### config.mk
export PLATFORM = sky130hd
export DESIGN_NAME = micro_sequencer
export DESIGN_NICKNAME = d
export VERILOG_FILES = /design/src/rtl/micro_sequencer.sv
export SDC_FILE = /design/constraint.sdc
export NUM_CORES = 1
export LEC_CHECK = 0
export CORE_ASPECT_RATIO = 1.2
export CORE_MARGIN = 2
export CORE_UTILIZATION = 35
export CTS_CLUSTER_DIAMETER = 50
export DETAILED_ROUTE_END_ITERATION = 10
export MAX_ROUTING_LAYER = met4
export PLACE_DENSITY = 0.75
export SETUP_SLACK_MARGIN = 0.2
export SYNTH_ARGS = -nofsm -noshare
export SYNTH_HDL_FRONTEND = slang
export SYNTH_SLANG_ARGS = --single-unit
### constraint.sdc
create_clock -name clk -period 1.79 [get_ports clk]
set_input_delay 0.2685 -clock clk [delete_from_list [all_inputs] [get_ports clk]]
set_output_delay 0.2685 -clock clk [all_outputs]
set_load 0.01 [all_outputs]
### src/rtl/micro_sequencer.sv
// Fetch/execute sequencer: T-state counter plus opcode decode to datapath strobes.
// Latency: controls are combinational from the current T-state, opcode and flags. The state advances one step per step_en edge.
// Backpressure: step_en=0 freezes the state, so every strobe holds. HALTED ignores step_en until reset.
module micro_sequencer #(
    parameter int LAST_T = 4
) (
    input  logic       clk,
    input  logic       res,
    input  logic       step_en,
    input  logic [7:0] inst,
    input  logic       carry_flag,
    input  logic       zero_flag,
    output logic       mem,
    output logic       ram,
    output logic       instIn,
    output logic       regA,
    output logic       regB,
    output logic       sub,
    output logic       disp,
    output logic       inc,
    output logic       progC,
    output logic       flag,
    output logic       halt,
    output logic [2:0] bus_sel,
    output logic [2:0] tstate
);

    typedef enum logic [2:0] {
        T0     = 3'd0,
        T1     = 3'd1,
        T2     = 3'd2,
        T3     = 3'd3,
        T4     = 3'd4,
        HALTED = 3'd7
    } state_t;

    state_t     state_q, state_d;
    logic       halt_q, halt_d;
    logic [3:0] op;
    state_t     last_t;

    // The operand nibble is consumed by the datapath, not by the sequencer.
    logic unused_operand;
    assign unused_operand = ^inst[3:0];

    assign op     = inst[7:4];
    assign tstate = state_q;

    // Final T-state of each opcode. Unknown opcodes end after fetch, like NOP.
    always_comb begin
        last_t = T1;
        case (op)
            4'h1, 4'h4:                      last_t = T3;
            4'h2, 4'h3:                      last_t = state_t'(3'(LAST_T));
            4'h5, 4'h6, 4'h7, 4'h8,
            4'hE, 4'hF:                      last_t = T2;
            default:                         last_t = T1;
        endcase
    end

    // Next-state logic. At T1 the NOP-length decision uses inst as presented, so NOP and unknown opcodes finish in two steps.
    always_comb begin
        state_d = state_q;
        halt_d  = halt_q;
        if (step_en && state_q != HALTED) begin
            if (state_q == T2 && op == 4'hF) begin
                state_d = HALTED;
                halt_d  = 1'b1;
            end else if (state_q != T0 && state_q == last_t) begin
                state_d = T0;
            end else begin
                state_d = state_t'(state_q + 3'd1);
            end
        end
    end

    // Sequencer state and sticky halt. Reset has priority over step_en.
    always_ff @(posedge clk) begin
        if (!res) begin
            state_q <= T0;
            halt_q  <= 1'b0;
        end else begin
            state_q <= state_d;
            halt_q  <= halt_d;
        end
    end

    // Control decode. Every line is inactive unless the current step names it.
    always_comb begin
        mem     = 1'b0;
        ram     = 1'b0;
        instIn  = 1'b0;
        regA    = 1'b0;
        regB    = 1'b0;
        sub     = 1'b0;
        disp    = 1'b0;
        inc     = 1'b0;
        progC   = 1'b0;
        flag    = 1'b0;
        halt    = halt_q;
        bus_sel = 3'd7;
        case (state_q)
            T0: begin
                bus_sel = 3'd1;
                mem     = 1'b1;
            end
            T1: begin
                bus_sel = 3'd0;
                instIn  = 1'b1;
                inc     = 1'b1;
            end
            T2: begin
                case (op)
                    4'h1, 4'h2, 4'h3, 4'h4: begin bus_sel = 3'd2; mem   = 1'b1; end
                    4'h5:                   begin bus_sel = 3'd2; regA  = 1'b1; end
                    4'h6:                   begin bus_sel = 3'd2; progC = 1'b1; end
                    4'h7: if (carry_flag)   begin bus_sel = 3'd2; progC = 1'b1; end
                    4'h8: if (zero_flag)    begin bus_sel = 3'd2; progC = 1'b1; end
                    4'hE:                   begin bus_sel = 3'd3; disp  = 1'b1; end
                    4'hF:                   halt = 1'b1;
                    default: ;
                endcase
            end
            T3: begin
                case (op)
                    4'h1: begin bus_sel = 3'd0; regA = 1'b1; end
                    4'h2: begin bus_sel = 3'd0; regB = 1'b1; end
                    4'h3: begin bus_sel = 3'd0; regB = 1'b1; sub = 1'b1; end
                    4'h4: begin bus_sel = 3'd3; ram  = 1'b1; end
                    default: ;
                endcase
            end
            T4: begin
                case (op)
                    4'h2: begin bus_sel = 3'd5; regA = 1'b1; flag = 1'b1; end
                    4'h3: begin bus_sel = 3'd5; regA = 1'b1; flag = 1'b1; sub = 1'b1; end
                    default: ;
                endcase
            end
            default: ;
        endcase
    end

endmodule

; ---- Yosys cells after proc, flatten, opt, wreduce, memory -nomap -nowiden
; Memories as Yosys holds them, arrays and structs flattened.
; Cells that the tools add are included.
[classes]
n_addsub = 1
eq_ne = 16
mux = 29
n_reduce_logical = 11
[op_table]
columns = op, n
row1 = $mux 1, 18
row2 = $eq 4x3->1 const B, 4
row3 = $pmux 3 s5, 1
row4 = $eq 4x4->1 const B, 3
row5 = $mux 3, 4
row6 = $pmux 3 s4, 1
row7 = $eq 4x2->1 const B, 2
row8 = $eq 3x2->1 const B, 2
row9 = $pmux 1 s3, 2
row10 = $pmux 3 s2, 1
row11 = $reduce_or 6->1, 1
row12 = $eq 4x1->1 const B, 1
row13 = $reduce_or 2->1, 2
row14 = $reduce_or 4->1, 1
row15 = $add 3x1->3 const B, 1
row16 = $eq 3x1->1 const B, 1
row17 = $eq 3x3->1, 1
row18 = $eq 3x3->1 const B, 1
row19 = $logic_and 1x1->1, 3
row20 = $logic_not 3->1, 1
row21 = $ne 3x3->1 const B, 1
row22 = $reduce_bool 3->1, 1
row23 = $reduce_or 3->1, 1
row24 = $mux 2, 1
row25 = other kinds (2), 2
[word_totals]
reg_bits = 4
mem_bits_ro = 48
in_bits = 13
output_inout_bits = 17
elab_cells = 60
memories = 1
[mem_list]
columns = memory, words, width, read_ports, rd_ports_with_merged_regs, wr, line
row1 = (name not given), 16, 3, 1, 0, 0, 52  ; case (op)

; ---- Logic depth before layout (Yosys ltp)
; Gate-level depths: netlist of the first run.
; An unclocked memory read counts as a cell.
[depth]
ltp_word = 5
depth_mapped = 8
mapped_depth_nobuf = 7

; ---- Worst setup path before layout of the first run
; Ideal clock, no wire load.
[synth_path]
kind = reg2out
from = register state_q[0], in the netlist tstate[0]
to = output bus_sel[0]
t_arrival_ps = 1615
required_ps = 1521
setup_slack_ps = -93
path_stages_with_launch = 7
path_buffers = 0
cell_sequence = dfxtp_1 > inv_1 > ha_1 > nand2b_1 > nor4_1 > and3b_1 > nand2_1
[synth_via]
elab_chain_len = 2
word_cells_on_any_way = 6
cone_classes = 4 x eq/ne / 1 x mux / 1 x reduce/logical
[synth_lines]
columns = element, line
row1 = start: declaration, 37  ; state_t state_q, state_d;
row2 = start signal: assignment, 83  ; state_q <= state_d;
row3 = $eq 3x3->1 (tied with other cells), 102  ; case (state_q)
row4 = $pmux 3 s5 *, 102
row5 = end: declaration, 24  ; output logic [2:0] bus_sel,
; Every way passes the cells marked *; elsewhere a longest branch is shown, timed or not.

; ---- Worst setup path in the final report of the first run
[layout_path]
from = register state_q[0], in the netlist tstate[0]
to = output regA
[layout_via]
elab_chain_len = 2
word_cells_on_any_way = 4
cone_classes = 3 x eq/ne / 1 x mux
[layout_lines]
columns = element, line
row1 = $eq 3x3->1 or $eq 3x2->1 (tied branches), 102
row2 = $pmux 1 s3 *, 102
row3 = end: declaration, 16  ; output logic regA,
; Marked as above.

==> results.toml, run 1 <==
[status]
outcome = "complete, but fails checks"
violations = "setup timing"

[power]
switchingPower_mw = 0.254
swShare_pct = 38.7
p_int_mw = 0.401
p_per_area_nw_per_um2 = 421
p_leak_nw = 0.771
seqPwrFrac_pct = 16.9
clkPwrFrac_pct = 17.3
combPwrFrac_pct = 65.8
ir_drop_v = 0.000387

[timing]
holdWs_ns = 0.534
period_share_pct = 111
worst_pin_slew_ns = 0.415
setup_ws_ns = -0.204
slew_headroom_pct = 72.3
skew_ns = 0.000118
max_clock_freq_mhz = 501
maxSlewViolCount = 0
timing.final.crit_period_ns = 1.99
rsz0062_at_grt = "true"
setup_viol = 5
report.final.hold_viol_count = 0

[synth]
syn-cell-area_sq_um = 694
yosysWarnings = 0
synth_top_cell_by_area = "dfxtp_1"
synth_nets = 114
syn_avg_cell_area_sq_um = 7.31
synthTopCellsByArea = "dfxtp_1 (12%), ha_1 (11%), a21oi_1 (6.5%)"
synth_cell_types = 42
syn_inst = 95
ys_ff_latch = 4
synth_top_area_share_pct = 11.5
synth_sequential_area_ratio_pct = 11.5

[worst_hold_path]
holdPathStages = 2
hold_class = "flop to flop"

[clocking]
cts-root-buf = "clkbuf_4"
clkLatencyLatePin_ns = 0.24
numClockSinks = 4
path_clk_slew_ns = 0.03
cts_tree = "yes"
cts_htree_levels = 1
clockBufferDepth = 2
cts_hold_buf = 0
numCtsBuffers = 3

[worst_setup_path]
arrival_ns = 1.73
worstPathMaxFanout = 4
end_kind = "primary output"
reg2regPathDepth = 8
crit_path_start_kind = "flop"
crit_type = "flop to primary output"
cp_data_required_time_ns = 1.52

[routing]
drt-initial-drc-count = 34
via_count = 1068
dr.pass1.iters = 4
vias_per_cell = 5.71
drc = 0
drt-total-wl_um = 3380
ant_nets = 0
avgRoutedWirePerCell_um = 18.1

[die]
std_cell_rows = 17
ios = 30
start_util_pct = 37.5
fp.dieArea_sq_um = 2360
dieWidth_um = 44.7
fp.dieH_um = 52.8
coreArea_sq_um = 1850

[global_routing]
grtUsageMet1_pct = 29.9
track_usage_pct = 29.5
top_usage_layer = "met2"
grt_pass1_vias = 1082
antenna_found_initial = 0
overflow = 0
grt_pass1_wl_um = 4850
grt_util_met3_pct = 2.76
grt_use_met2_pct = 52.4
grt_max_degree = 9

[placed_design]
dp_hpwl_um = 1820
gp_congestion = 0.887
dp_cells = 164
placed_area_sq_um = 1210
port-buffer-count = 25

[final_layout]
seq_area_sq_um = 91.3
fin_cells = 187
multi_input_area_sq_um = 752
antenna_cells = 0
syn_to_final_growth_pct = 124
nets = 189
drive_above_1_share_pct = 66.1
fin_area_sq_um = 1560
fill_cells = 100

[run]
cap_violations = 0
==> sequential cells by signal, indices dropped and copies added (netlist names) <==
name,flops
halt_q,1
tstate,3
==> path summary, 6_finish.rpt <==
check / from / to / slack [ns]
worst min-delay path: halt_q / halt_q / 0.53
worst max-delay path: tstate[0] / regA / -0.20
worst min register to register: halt_q / halt_q / 0.53
worst max register to register: tstate[0] / tstate[1] / 0.17
==> cell usage after synthesis (all sizes together) <==
cell type	n
a21oi	9
inv	8
nor2	7
ha	6
nor2b	6
o21ai	6
buf	5
dfxtp	4
o31ai	4
and3	3
nand2	3
nand2b	3
o211ai	3
a211o	2
a21o	2
and2b	2
mux2	2
nor3	2
a211oi	1
a22oi	1
and2	1
and3b	1
and4	1
clkbuf	1
nand4	1
nor3b	1
nor4	1
o2111ai	1
o211a	1
o21a	1
o221ai	1
o31a	1
or2	1
or2b	1
or3	1
xnor2	1
==> stage by stage <==
step | setup WS (ns) | total power, mW | util [%] | TNS (ns)
global route | -0.255 | 0.695 | 84.0 | -0.748
finish | -0.204 | 0.655 | 84.0 | -0.442
CTS | -0.0913 | 0.600 | 77.5 | -0.183
global placement | -0.603 | 0.419 | 65.5 | -7.68
detailed placement | -0.655 | 0.425 | 65.5 | -8.39
floorplan | 0.211 | 0.267 | - | 0
==> cell families (layout without fill, tap and decap cells) <==
group	after synthesis	count (layout)	share of synthesized area [%]
AND/OR/NAND/NOR	35	35	30.8
buffers and inverters	14	87	9.37
multiplexers	2	2	3.78
flip-flops	4	4	11.5
adder cells (fa/ha/maj)	6	6	10.8
XOR/XNOR	1	1	1.26
AO/OA/AOI/OAI	33	33	32.4
==> cell type report <==
cell class              instances  share of cell area, %
inverters                       8                   2.25
well taps                      19                   1.53
flip-flops and latches          4                   5.87
multi-input cells              77                   48.4
repair buffers                 76                   40.5
clock buffers                   3                   1.45
==> power by group through the flow <==
| stage | registers [mW] | logic [mW] | clock network, mW |
|---|---|---|---|
| after floorplan | 0.110 | 0.156 | 0 |
| after global placement | 0.106 | 0.313 | 0 |
| after detailed placement | 0.107 | 0.318 | 0 |
| after CTS | 0.109 | 0.371 | 0.120 |
| after global routing | 0.111 | 0.457 | 0.127 |
| final | 0.111 | 0.431 | 0.113 |
==> per-layer routing <==
metal,vias up,part of all wire [%]
li1,493,-
met1,507,37
met2,52,56
met3,16,3.5
met4,0,3.7
met5,-,0
==> worst max-delay path, stage by stage, from the launching register on <==
cell      delay [ns]
dfxtp_4         0.40
inv_4           0.06
ha_4            0.17
nand2b_4        0.10
nor2_1          0.06
o211a_1         0.24
o211ai_1        0.20
o21ai_1         0.10
buf_2           0.15
==> what timing repair did <==
action                     in CTS  in global routing
setup endpoints to repair      17                 18
setup buffers                  15                  5
pin swaps                      14                  9
resized for setup             115                 20
==> cells in the final DEF (no fill, tap or decap), types with 3 or more instances in the layout <==
cell / count
nor2b_1: 3
buf_4: 42
a21oi_1: 7
o31ai_2: 3
inv_1: 4
ha_4: 6
dlymetal6s2s_1: 3
o21ai_0: 4
clkbuf_4: 4
nor2_1: 5
o211ai_1: 3
buf_6: 14
buf_2: 11
dfxtp_4: 3
Power figures use the tool's default switching activity.
==> inputs of run 2 (changes only) <==
--- a/config.mk
+++ b/config.mk
@@ -10,8 +10,9 @@
 export CORE_UTILIZATION = 35
 export CTS_CLUSTER_DIAMETER = 50
 export DETAILED_ROUTE_END_ITERATION = 10
+export DONT_BUFFER_PORTS = 1
 export MAX_ROUTING_LAYER = met4
-export PLACE_DENSITY = 0.75
+export PLACE_DENSITY = 0.56
 export SETUP_SLACK_MARGIN = 0.2
 export SYNTH_ARGS = -nofsm -noshare
 export SYNTH_HDL_FRONTEND = slang
==> run 2 against run 1 <==
Against the previous run:
- largest cell class unchanged
- utilization fell by 29 points
- non-clock buffer count fell by 59
- global-route usage fell by 12 points
- wire length fell by 42%
- critical endpoint unchanged
- worst hold slack got worse by 0.38 ns
- die area did not move
- the flow still finishes with violations (setup timing)
- maximum frequency rose by 7.5%
- via count fell by 27%
- power fell by 26%
- combinational power fell by 43%
- critical path type unchanged
- clock power rose by 9%
==> results.toml, run 2 (same netlist as run 1, synthesis figures left out) <==
[final_layout]
layout_commonest_cell = "buf_4"
final_cell_mix = "buf_4 (14), a21oi_1 (8), o21ai_0 (5)"
seq_area_sq_um = 91.3
fin_cells = 129
largest_register_ffs = 3
nets = 130
multi_input_area_sq_um = 696
fill_cells = 181
final_core_util_pct = 55.0
drive_above_1_share_pct = 52.7
syn_to_final_growth_pct = 46.5
antenna_cells = 0

[clocking]
cts_htree_levels = 1
cts_hold_buf = 0
path_clk_slew_ns = 0.04
numClockSinks = 4
clockBufferDepth = 2
clkLatencyLatePin_ns = 0.24
cts_tree = "yes"
cts-root-buf = "clkbuf_4"
numCtsBuffers = 3

[timing]
setup_ws_ns = -0.0649
worst_pin_slew_ns = 0.397
slew_headroom_pct = 73.5
max_clock_freq_mhz = 539
maxSlewViolCount = 0
timing.final.crit_period_ns = 1.85
skew_ns = 0.00571
setup_viol = 3
report.final.hold_viol_count = 0
rsz0062_at_grt = "true"
period_share_pct = 104

[die]
std_cell_rows = 17
fp.dieArea_sq_um = 2360
dieWidth_um = 44.7
start_util_pct = 37.5
fp.dieH_um = 52.8
coreArea_sq_um = 1850
ios = 30

[power]
p_leak_nw = 0.413
ir_drop_v = 0.000467
p_per_area_nw_per_um2 = 474

[worst_setup_path]
cp_data_required_time_ns = 1.52
arrival_ns = 1.59
crit_type = "flop to primary output"
end_kind = "primary output"
worstPathMaxFanout = 7
crit_path_start_kind = "flop"

[global_routing]
grt_pass1_vias = 714
grt_max_degree = 14
grt_pass1_wl_um = 2930
track_usage_pct = 17.7
antenna_found_initial = 0
overflow = 0

[placed_design]
dp_cells = 115
dp_hpwl_um = 1350
gp_congestion = 0.760
port-buffer-count = 0

[run]
cap_violations = 0

[routing]
avgRoutedWirePerCell_um = 15.3
drt-initial-drc-count = 1
drc = 0
drt-total-wl_um = 1970
via_count = 775
vias_per_cell = 6.01
dr.pass1.iters = 4
ant_nets = 0

[worst_hold_path]
hold_class = "input pin to flop"

[status]
outcome = "complete, but fails checks"
violations = "setup timing"
-- run 2: cell count changes in the layout (fill, tap and decap cells not counted), sizes merged --
cell	previous run	this run
dlymetal6s2s	3	0
buf	68	17
clkdlybuf4s50	2	0
dlygate4sd2	2	0
-- run 2: area by class of cell --
type | instances | share of cell area (%)
clock buffer | 4 | 2.58
sequential | 4 | 8.98
tap | 19 | 2.34
timing repair buffer | 17 | 14.5
multi-input combinational | 77 | 68.4
inverter | 8 | 3.20
-- run 2: layer usage --
layer,wire length [um],track usage [%],share of wire [%],vias to the layer above
met3,84,2.07,4.3,4
met5,0,-,0,-
met4,40,12.1,2.0,0
met1,774,18.3,39,377
met2,1070,30.4,54,19
li1,-,-,-,375
-- run 2: critical path, cell delays in order (launching register included) --
cell and delay [ns]:
dfxtp_4 0.39, ha_4 0.18, ha_4 0.16, inv_2 0.05, nor2_2 0.03, o211a_1 0.23, o211ai_1 0.21, o21ai_2 0.11
-- run 2: power breakdown --
part	switching, mW	leakage (nW)	internal [mW]
logic	0.126	0.363	0.121
registers	0.0165	0.0348	0.0962
clock network	0.0389	0.0150	0.0838
-- run 2: path summary, 6_finish.rpt --
check | from | slack (ns) | cells after the start | end
max | tstate[1] | -0.06 | 7 | regA
max reg2reg | tstate[1] | 0.25 | 7 | tstate[2]
min | res | 0.16 | 2 | tstate[2]
min reg2reg | halt_q | 0.50 | 2 | halt_q
-- run 2: timing repair --
item                       in CTS  in global routing
setup buffers                   6                  4
setup endpoints to repair      15                 16
pin swaps                       5                 11
gates resized for setup        16                 15
-- run 2: metrics by stage --
step | area, sq um | power (mW) | hold WS, ns | setup slack [ns] | TNS [ns]
2_1_floorplan | 747 | 0.267 | 0.397 | 0.211 | 0
3_3_place_gp | 782 | 0.286 | 0.405 | 0.0795 | 0
3_5_place_dp | 782 | 0.287 | 0.411 | 0.0691 | 0
4_1_cts | 933 | 0.459 | 0.154 | -0.0642 | -0.151
5_1_grt | 1020 | 0.522 | 0.164 | -0.0991 | -0.316
6_report | 1020 | 0.482 | 0.158 | -0.0649 | -0.112
